[config.mk]
export PLATFORM = sky130hd
export DESIGN_NAME = xlib_operand_feeder
export DESIGN_NICKNAME = d
export VERILOG_FILES = /design/src/rtl/xlib_feeder_pkg.sv /design/src/rtl/xlib_pair_fifo.sv /design/src/rtl/xlib_operand_feeder.sv
export SDC_FILE = /design/constraint.sdc
export NUM_CORES = 1
export LEC_CHECK = 0
export CORE_ASPECT_RATIO = 0.7
export CORE_MARGIN = 2
export CORE_UTILIZATION = 40
export DETAILED_ROUTE_END_ITERATION = 8
export HOLD_SLACK_MARGIN = 0.05
export PLACE_DENSITY_LB_ADDON = 0.05
export SYNTH_ARGS = -nofsm -noshare
export SYNTH_HDL_FRONTEND = slang
export SYNTH_SLANG_ARGS = --single-unit
export TNS_END_PERCENT = 10
[constraint.sdc]
create_clock -name clk -period 2.7 [get_ports clk]
set_input_delay 0.675 -clock clk [delete_from_list [all_inputs] [get_ports clk]]
set_output_delay 0.675 -clock clk [all_outputs]
set_load 0.005 [all_outputs]
[src/rtl/xlib_feeder_pkg.sv]
`default_nettype none
// -----------------------------------------------------------------------------
// xlib_feeder_pkg : shared FSM states, ordered-pair layout and gap limit
// rev 1.0
// -----------------------------------------------------------------------------
package xlib_feeder_pkg;

  localparam int GAP_MAX    = 15;
  localparam int GAP_CNT_W  = $clog2(GAP_MAX + 1);
  localparam int PAIR_W_MAX = 32;

  typedef enum logic [1:0] {
    ST_IDLE  = 2'd0,
    ST_ISSUE = 2'd1,
    ST_GAP   = 2'd2
  } feed_state_t;

  // Field order matches the flattened FIFO word {a, b, swapped}; operands are
  // carried zero-extended to PAIR_W_MAX bits.
  typedef struct packed {
    logic [PAIR_W_MAX-1:0] a;
    logic [PAIR_W_MAX-1:0] b;
    logic                  swapped;
  } pair_t;

endpackage
`default_nettype wire

[src/rtl/xlib_pair_fifo.sv]
`default_nettype none
// -----------------------------------------------------------------------------
// xlib_pair_fifo : DEPTH-entry FIFO of ordered pairs {a, b, swapped}
// rev 1.0
// -----------------------------------------------------------------------------
module xlib_pair_fifo #(
  parameter int WIDTH = 8,
  parameter int DEPTH = 4
) (
  input  logic                   clk,
  input  logic                   rst,
  input  logic                   push,
  input  logic [2*WIDTH:0]       push_data,
  input  logic                   pop,
  output logic [2*WIDTH:0]       head,
  output logic [$clog2(DEPTH):0] count,
  output logic                   full,
  output logic                   empty
);

  localparam int AW = $clog2(DEPTH);
  localparam int DW = 2 * WIDTH + 1;

  logic [DW-1:0] r_mem [DEPTH];
  logic [AW:0]   r_wr_ptr;
  logic [AW:0]   r_rd_ptr;
  logic          w_do_push;
  logic          w_do_pop;

  assign w_do_push = push && !full;
  assign w_do_pop  = pop && !empty;

  always_ff @(posedge clk) begin
    if (rst) begin
      r_wr_ptr <= '0;
      r_rd_ptr <= '0;
    end else begin
      if (w_do_push) r_wr_ptr <= r_wr_ptr + 1'b1;
      if (w_do_pop)  r_rd_ptr <= r_rd_ptr + 1'b1;
    end
  end

  always_ff @(posedge clk) begin
    if (w_do_push) r_mem[r_wr_ptr[AW-1:0]] <= push_data;
  end

  // Same index with differing wrap bits means the writer lapped the reader.
  assign empty = (r_wr_ptr == r_rd_ptr);
  assign full  = (r_wr_ptr[AW] != r_rd_ptr[AW]) &&
                 (r_wr_ptr[AW-1:0] == r_rd_ptr[AW-1:0]);
  assign count = r_wr_ptr - r_rd_ptr;
  assign head  = r_mem[r_rd_ptr[AW-1:0]];

endmodule
`default_nettype wire

[src/rtl/xlib_operand_feeder.sv]
`default_nettype none
// -----------------------------------------------------------------------------
// xlib_operand_feeder : orders operand pairs (A>=B), queues and paces them
// rev 1.0
// -----------------------------------------------------------------------------
module xlib_operand_feeder
  import xlib_feeder_pkg::*;
#(
  parameter int WIDTH = 8,
  parameter int DEPTH = 4,
  parameter int GAP   = 2
) (
  input  logic                   clk,
  input  logic                   rst,
  input  logic                   in_valid,
  output logic                   in_ready,
  input  logic [WIDTH-1:0]       in_x,
  input  logic [WIDTH-1:0]       in_y,
  output logic [WIDTH-1:0]       a,
  output logic [WIDTH-1:0]       b,
  output logic                   out_valid,
  input  logic                   out_ready,
  output logic                   swapped,
  output logic [$clog2(DEPTH):0] count,
  output logic [15:0]            issued
);

  localparam int                   DW       = 2 * WIDTH + 1;
  localparam logic [GAP_CNT_W-1:0] GAP_LOAD = GAP_CNT_W'(GAP);

  logic                 w_full;
  logic                 w_empty;
  logic                 w_push;
  logic                 w_y_gt_x;
  logic [DW-1:0]        w_push_data;
  logic [DW-1:0]        w_head;

  feed_state_t          r_state;
  feed_state_t          w_state_nxt;
  logic [GAP_CNT_W-1:0] r_gap_cnt;
  logic [GAP_CNT_W-1:0] w_gap_cnt_nxt;
  logic                 r_out_valid;
  logic                 w_out_valid_nxt;
  logic                 w_load_out;
  logic                 w_consume;

  logic [WIDTH-1:0]     r_a;
  logic [WIDTH-1:0]     r_b;
  logic                 r_swapped;
  logic [15:0]          r_issued;

  // Ordering happens on entry so the FIFO only ever holds A>=B pairs.
  assign w_y_gt_x    = (in_y > in_x);
  assign w_push_data = w_y_gt_x ? {in_y, in_x, 1'b1} : {in_x, in_y, 1'b0};
  assign in_ready    = !rst && !w_full;
  assign w_push      = in_valid && in_ready;
  assign w_consume   = (r_state == ST_ISSUE) && out_ready;

  xlib_pair_fifo #(
    .WIDTH (WIDTH),
    .DEPTH (DEPTH)
  ) u_fifo (
    .clk       (clk),
    .rst       (rst),
    .push      (w_push),
    .push_data (w_push_data),
    .pop       (w_load_out),
    .head      (w_head),
    .count     (count),
    .full      (w_full),
    .empty     (w_empty)
  );

  always_comb begin
    w_state_nxt     = r_state;
    w_gap_cnt_nxt   = r_gap_cnt;
    w_out_valid_nxt = r_out_valid;
    w_load_out      = 1'b0;
    unique case (r_state)
      ST_IDLE: begin
        if (!w_empty) begin
          w_load_out      = 1'b1;
          w_out_valid_nxt = 1'b1;
          w_state_nxt     = ST_ISSUE;
        end
      end
      ST_ISSUE: begin
        if (out_ready) begin
          if (GAP == 0) begin
            if (!w_empty) begin
              w_load_out = 1'b1;
            end else begin
              w_out_valid_nxt = 1'b0;
              w_state_nxt     = ST_IDLE;
            end
          end else begin
            w_out_valid_nxt = 1'b0;
            w_gap_cnt_nxt   = GAP_LOAD;
            w_state_nxt     = ST_GAP;
          end
        end
      end
      ST_GAP: begin
        if (r_gap_cnt <= GAP_CNT_W'(1)) begin
          w_gap_cnt_nxt = '0;
          w_state_nxt   = ST_IDLE;
        end else begin
          w_gap_cnt_nxt = r_gap_cnt - 1'b1;
        end
      end
      default: begin
        w_out_valid_nxt = 1'b0;
        w_state_nxt     = ST_IDLE;
      end
    endcase
  end

  always_ff @(posedge clk) begin
    if (rst) begin
      r_state     <= ST_IDLE;
      r_gap_cnt   <= '0;
      r_out_valid <= 1'b0;
      r_a         <= '0;
      r_b         <= '0;
      r_swapped   <= 1'b0;
      r_issued    <= '0;
    end else begin
      r_state     <= w_state_nxt;
      r_gap_cnt   <= w_gap_cnt_nxt;
      r_out_valid <= w_out_valid_nxt;
      if (w_consume) r_issued <= r_issued + 16'd1;
      if (w_load_out) {r_a, r_b, r_swapped} <= w_head;
    end
  end

  assign a         = r_a;
  assign b         = r_b;
  assign swapped   = r_swapped;
  assign out_valid = r_out_valid;
  assign issued    = r_issued;

endmodule
`default_nettype wire
==> impl_metrics.tcl <==
set metrics [dict create \
    setup_ws_ns 0.0495 \
    die-area_mm2 0.0142 \
    maxCapViolCount 0 \
    antenna_found_initial 0 \
    yosysWarnings 0 \
    setup_viol 0 \
    path_class "in2reg" \
    die_x_um 142 \
    worst_path_max_delay_cell "clkdlybuf4s50_1" \
    synth-main-ff-cell "edfxtp_1" \
    leakage_nw 2.54 \
    grt_max_degree 48 \
    power.switching_mw 1.60 \
    first_global_vias 3773 \
    path_delay_family "buffers and inverters" \
    seq_power_share 0.368 \
    synthArstFlopShare 0 \
    power.density_mw_per_mm2 837 \
    synth-seq-cells 114 \
    num_vias 3858 \
    drtIter0Drc 222 \
    drc_errors 0 \
    cp-start-kind "input port" \
    worstMarginPinSlew_ns 0.597 \
    comb_power_share 0.250 \
    outcome "finished, final reports clean" \
    cts_sinks 114 \
    ios 58 \
    period_minus_slack_ns 2.65 \
    synth_nets 477 \
    synth_cell_types 52 \
    max-vdd-ir-drop_uv 517 \
    cpPeakStageDelay_ns 0.48 \
    rows 35 \
    synthesis.instances 438 \
    fmax_ghz 0.377 \
    maxSlewHeadroom 0.599 \
    p_sw_frac 0.272 \
    synth-seq-area-share 0.558 \
    cts_buffer_depth 2 \
    clkSlewWorstSetupHoldPaths_ns 0.05 \
    hpwl_um 8520 \
    firstDrtPassIters 4 \
    cp_num_buf_inv 3 \
    intPower_mw 4.27 \
    hold_viol_final 0 \
    rsz0062_at_grt "true" \
    gr-total-overflow 0 \
    synth_edf_count 68 \
    grt_pass1_wl_um 20400 \
    cp_cell_sequence "clkdlybuf4s50_1, inv_1, ha_1, nor2b_1, or4_4, a31o_1, buf_4, o221a_1" \
    grt_use_total 0.189 \
    finClkSkew_ns 0.00904 \
    nets 580 \
    crit_fanout 7 \
    clock_latency_ns 0.41 \
    dp_slack_ns -0.368 \
    core_mm2 0.0131 \
    cts_tree "built" \
    p_clk_frac 0.382 \
    diodes 0 \
    start_util 0.407 \
    critPathCaptureType "flip-flop" \
    cts_htree_levels 4 \
    clockRootBuffer "clkbuf_16" \
    routed_via_density 5.36 \
    final_layout_size_suffix_gt1_frac 0.217 \
    period_share 0.982 \
    fin_util 0.537 \
    port_buffers 57 \
    cp.arrival_ns 2.78 \
    routed_wirelength_um 12400 \
    cts_buffers 17 \
    avgSynthCellArea_um2 12.1 \
    min_path_type "reg2reg" \
    holdBufCountCts 0 \
    slew_violations 0 \
    worstPathRequired_ns 2.83 \
    ant_nets 0 \
    syn_area_mm2 0.00531 \
    wire_per_inst_um 17.2 \
    syn2layout_area_growth_pct 32.1 \
    gp_congestion 0.795 \
    die_h_um 100 \
]
==> sequential cells by signal (all words and copies together) (netlist names) <==
signal           cells
u_fifo.r_rd_ptr      3
out_valid            1
issued              16
r_gap_cnt            4
u_fifo.r_mem        68
b                    8
a                    8
u_fifo.r_wr_ptr      3
r_state              2
swapped              1
==> path summary, 6_finish.rpt <==
kind | from | end | slack (ns) | depth (start not counted)
worst min-delay path | a[3] | a[3] | 0.45 | 2
worst max register to register | issued[3] | issued[14] | 0.86 | 4
worst max-delay path | in_x[1] | u_fifo.r_mem[3][12] | 0.05 | 8
worst min register to register | a[3] | a[3] | 0.45 | 2
==> worst min-delay path, stage by stage (launching register included) <==
cell,delay (ns)
dfxtp_1,0.30
nand2_1,0.05
a21oi_1,0.05
==> cells by family after synthesis <==
| logic type | after synthesis | share of synthesized area |
|---|---|---|
| compound gates | 83 | 0.121 |
| buf+inv | 48 | 0.0408 |
| xor+xnor | 14 | 0.0231 |
| simple gates | 140 | 0.132 |
| flops | 114 | 0.558 |
| fa+ha+maj | 19 | 0.0462 |
| mux | 20 | 0.0785 |
==> synth_stat cells, types with 2 or more instances <==
master    instances  area (um2)
nand2b_1          2        12.5
buf_1             3        11.3
nand2_1          45         169
xnor2_1           8        70.1
nand3_1          13        65.1
mux4_2           17         383
buf_6             4        45.0
xor2_1            6        52.6
nand4_1           4        25.0
nor2b_1           4        25.0
mux2_2            3        33.8
nor3_1            7        35.0
nand3b_1          9        67.6
a32oi_1           8        70.1
buf_2             5        25.0
a41oi_1           8        70.1
clkbuf_1         15        56.3
and2_1            5        31.3
inv_1            21        78.8
nor2_1           34         128
or3_1             2        12.5
nor4_1            3        18.8
o211a_1           2        20.0
ha_1             18         225
a21oi_1          26         130
dfxtp_1          46         921
o211ai_1          2        15.0
o221a_2           7        78.8
o221a_1           9         101
o31ai_1           5        37.5
or4_1             3        22.5
o21ai_0           5        25.0
a31oi_1           2        12.5
edfxtp_1         68        2040
and4_1            2        17.5
==> cells in the final DEF, fill, tap and decap left out, types with 3 or more instances in the layout <==
master,instances
xnor2_1,8
nor2_1,34
a32oi_1,8
o31ai_1,5
clkbuf_16,19
nand3_1,13
inv_1,20
o221a_1,9
mux4_2,17
buf_12,4
nand2_1,45
dfxtp_1,44
o21ai_0,5
xor2_1,6
mux2_2,3
clkbuf_8,4
nand4_1,4
a21oi_1,26
or4_1,3
nand3b_1,9
nor4_1,3
buf_4,50
nor2b_1,4
clkdlybuf4s50_1,54
edfxtp_1,68
nor3_1,7
and2_1,4
ha_1,18
a41oi_1,8
o221a_2,7
clkbuf_1,4
==> layout make-up <==
type	instances	area, um2
Clock inverter	5	60.1
Tap cell	166	208
Clock buffer	27	546
Fill cell	1114	6040
Timing Repair Buffer	111	1020
Multi-Input combinational cell	276	2130
Sequential cell	114	2970
Inverter	21	78.8
==> power by group through the flow <==
stage	combinational, mW	sequential [mW]	clock [mW]
floorplan	0.816	2.19	0
global placement	1.49	2.19	0
detailed placement	1.50	2.19	0
CTS	1.51	2.16	2.28
global route	1.64	2.18	2.36
finish	1.47	2.16	2.24
==> what timing repair did <==
| item | in CTS | in global routing |
|---|---|---|
| setup buffers | 0 | 0 |
| setup endpoints to repair | 2 | 37 |
| gates resized for setup | 3 | 2 |
==> metrics by stage <==
stage	instance area (um2)	TNS, ns	hold WS (ns)	total power [mW]	std cells
6_report	7010	0	0.453	5.86	720
4_1_cts	7000	0	0.455	5.95	720
2_1_floorplan	5310	-4.81	0.453	3.01	438
5_1_grt	7010	-0.489	0.472	6.18	720
3_3_place_gp	6400	-20.18	0.443	3.68	688
3_5_place_dp	6400	-22.77	0.448	3.70	688
==> layer usage <==
| metal | GRT usage | vias up | wire (um) |
|---|---|---|---|
| met5 | 0 | - | 0 |
| met4 | 0.0608 | 0 | 65 |
| met3 | 0.0406 | 7 | 593 |
| met2 | 0.274 | 83 | 5440 |
| met1 | 0.283 | 1899 | 6290 |
| li1 | - | 1869 | - |
Note: power is estimated with default switching activity, not from simulation.
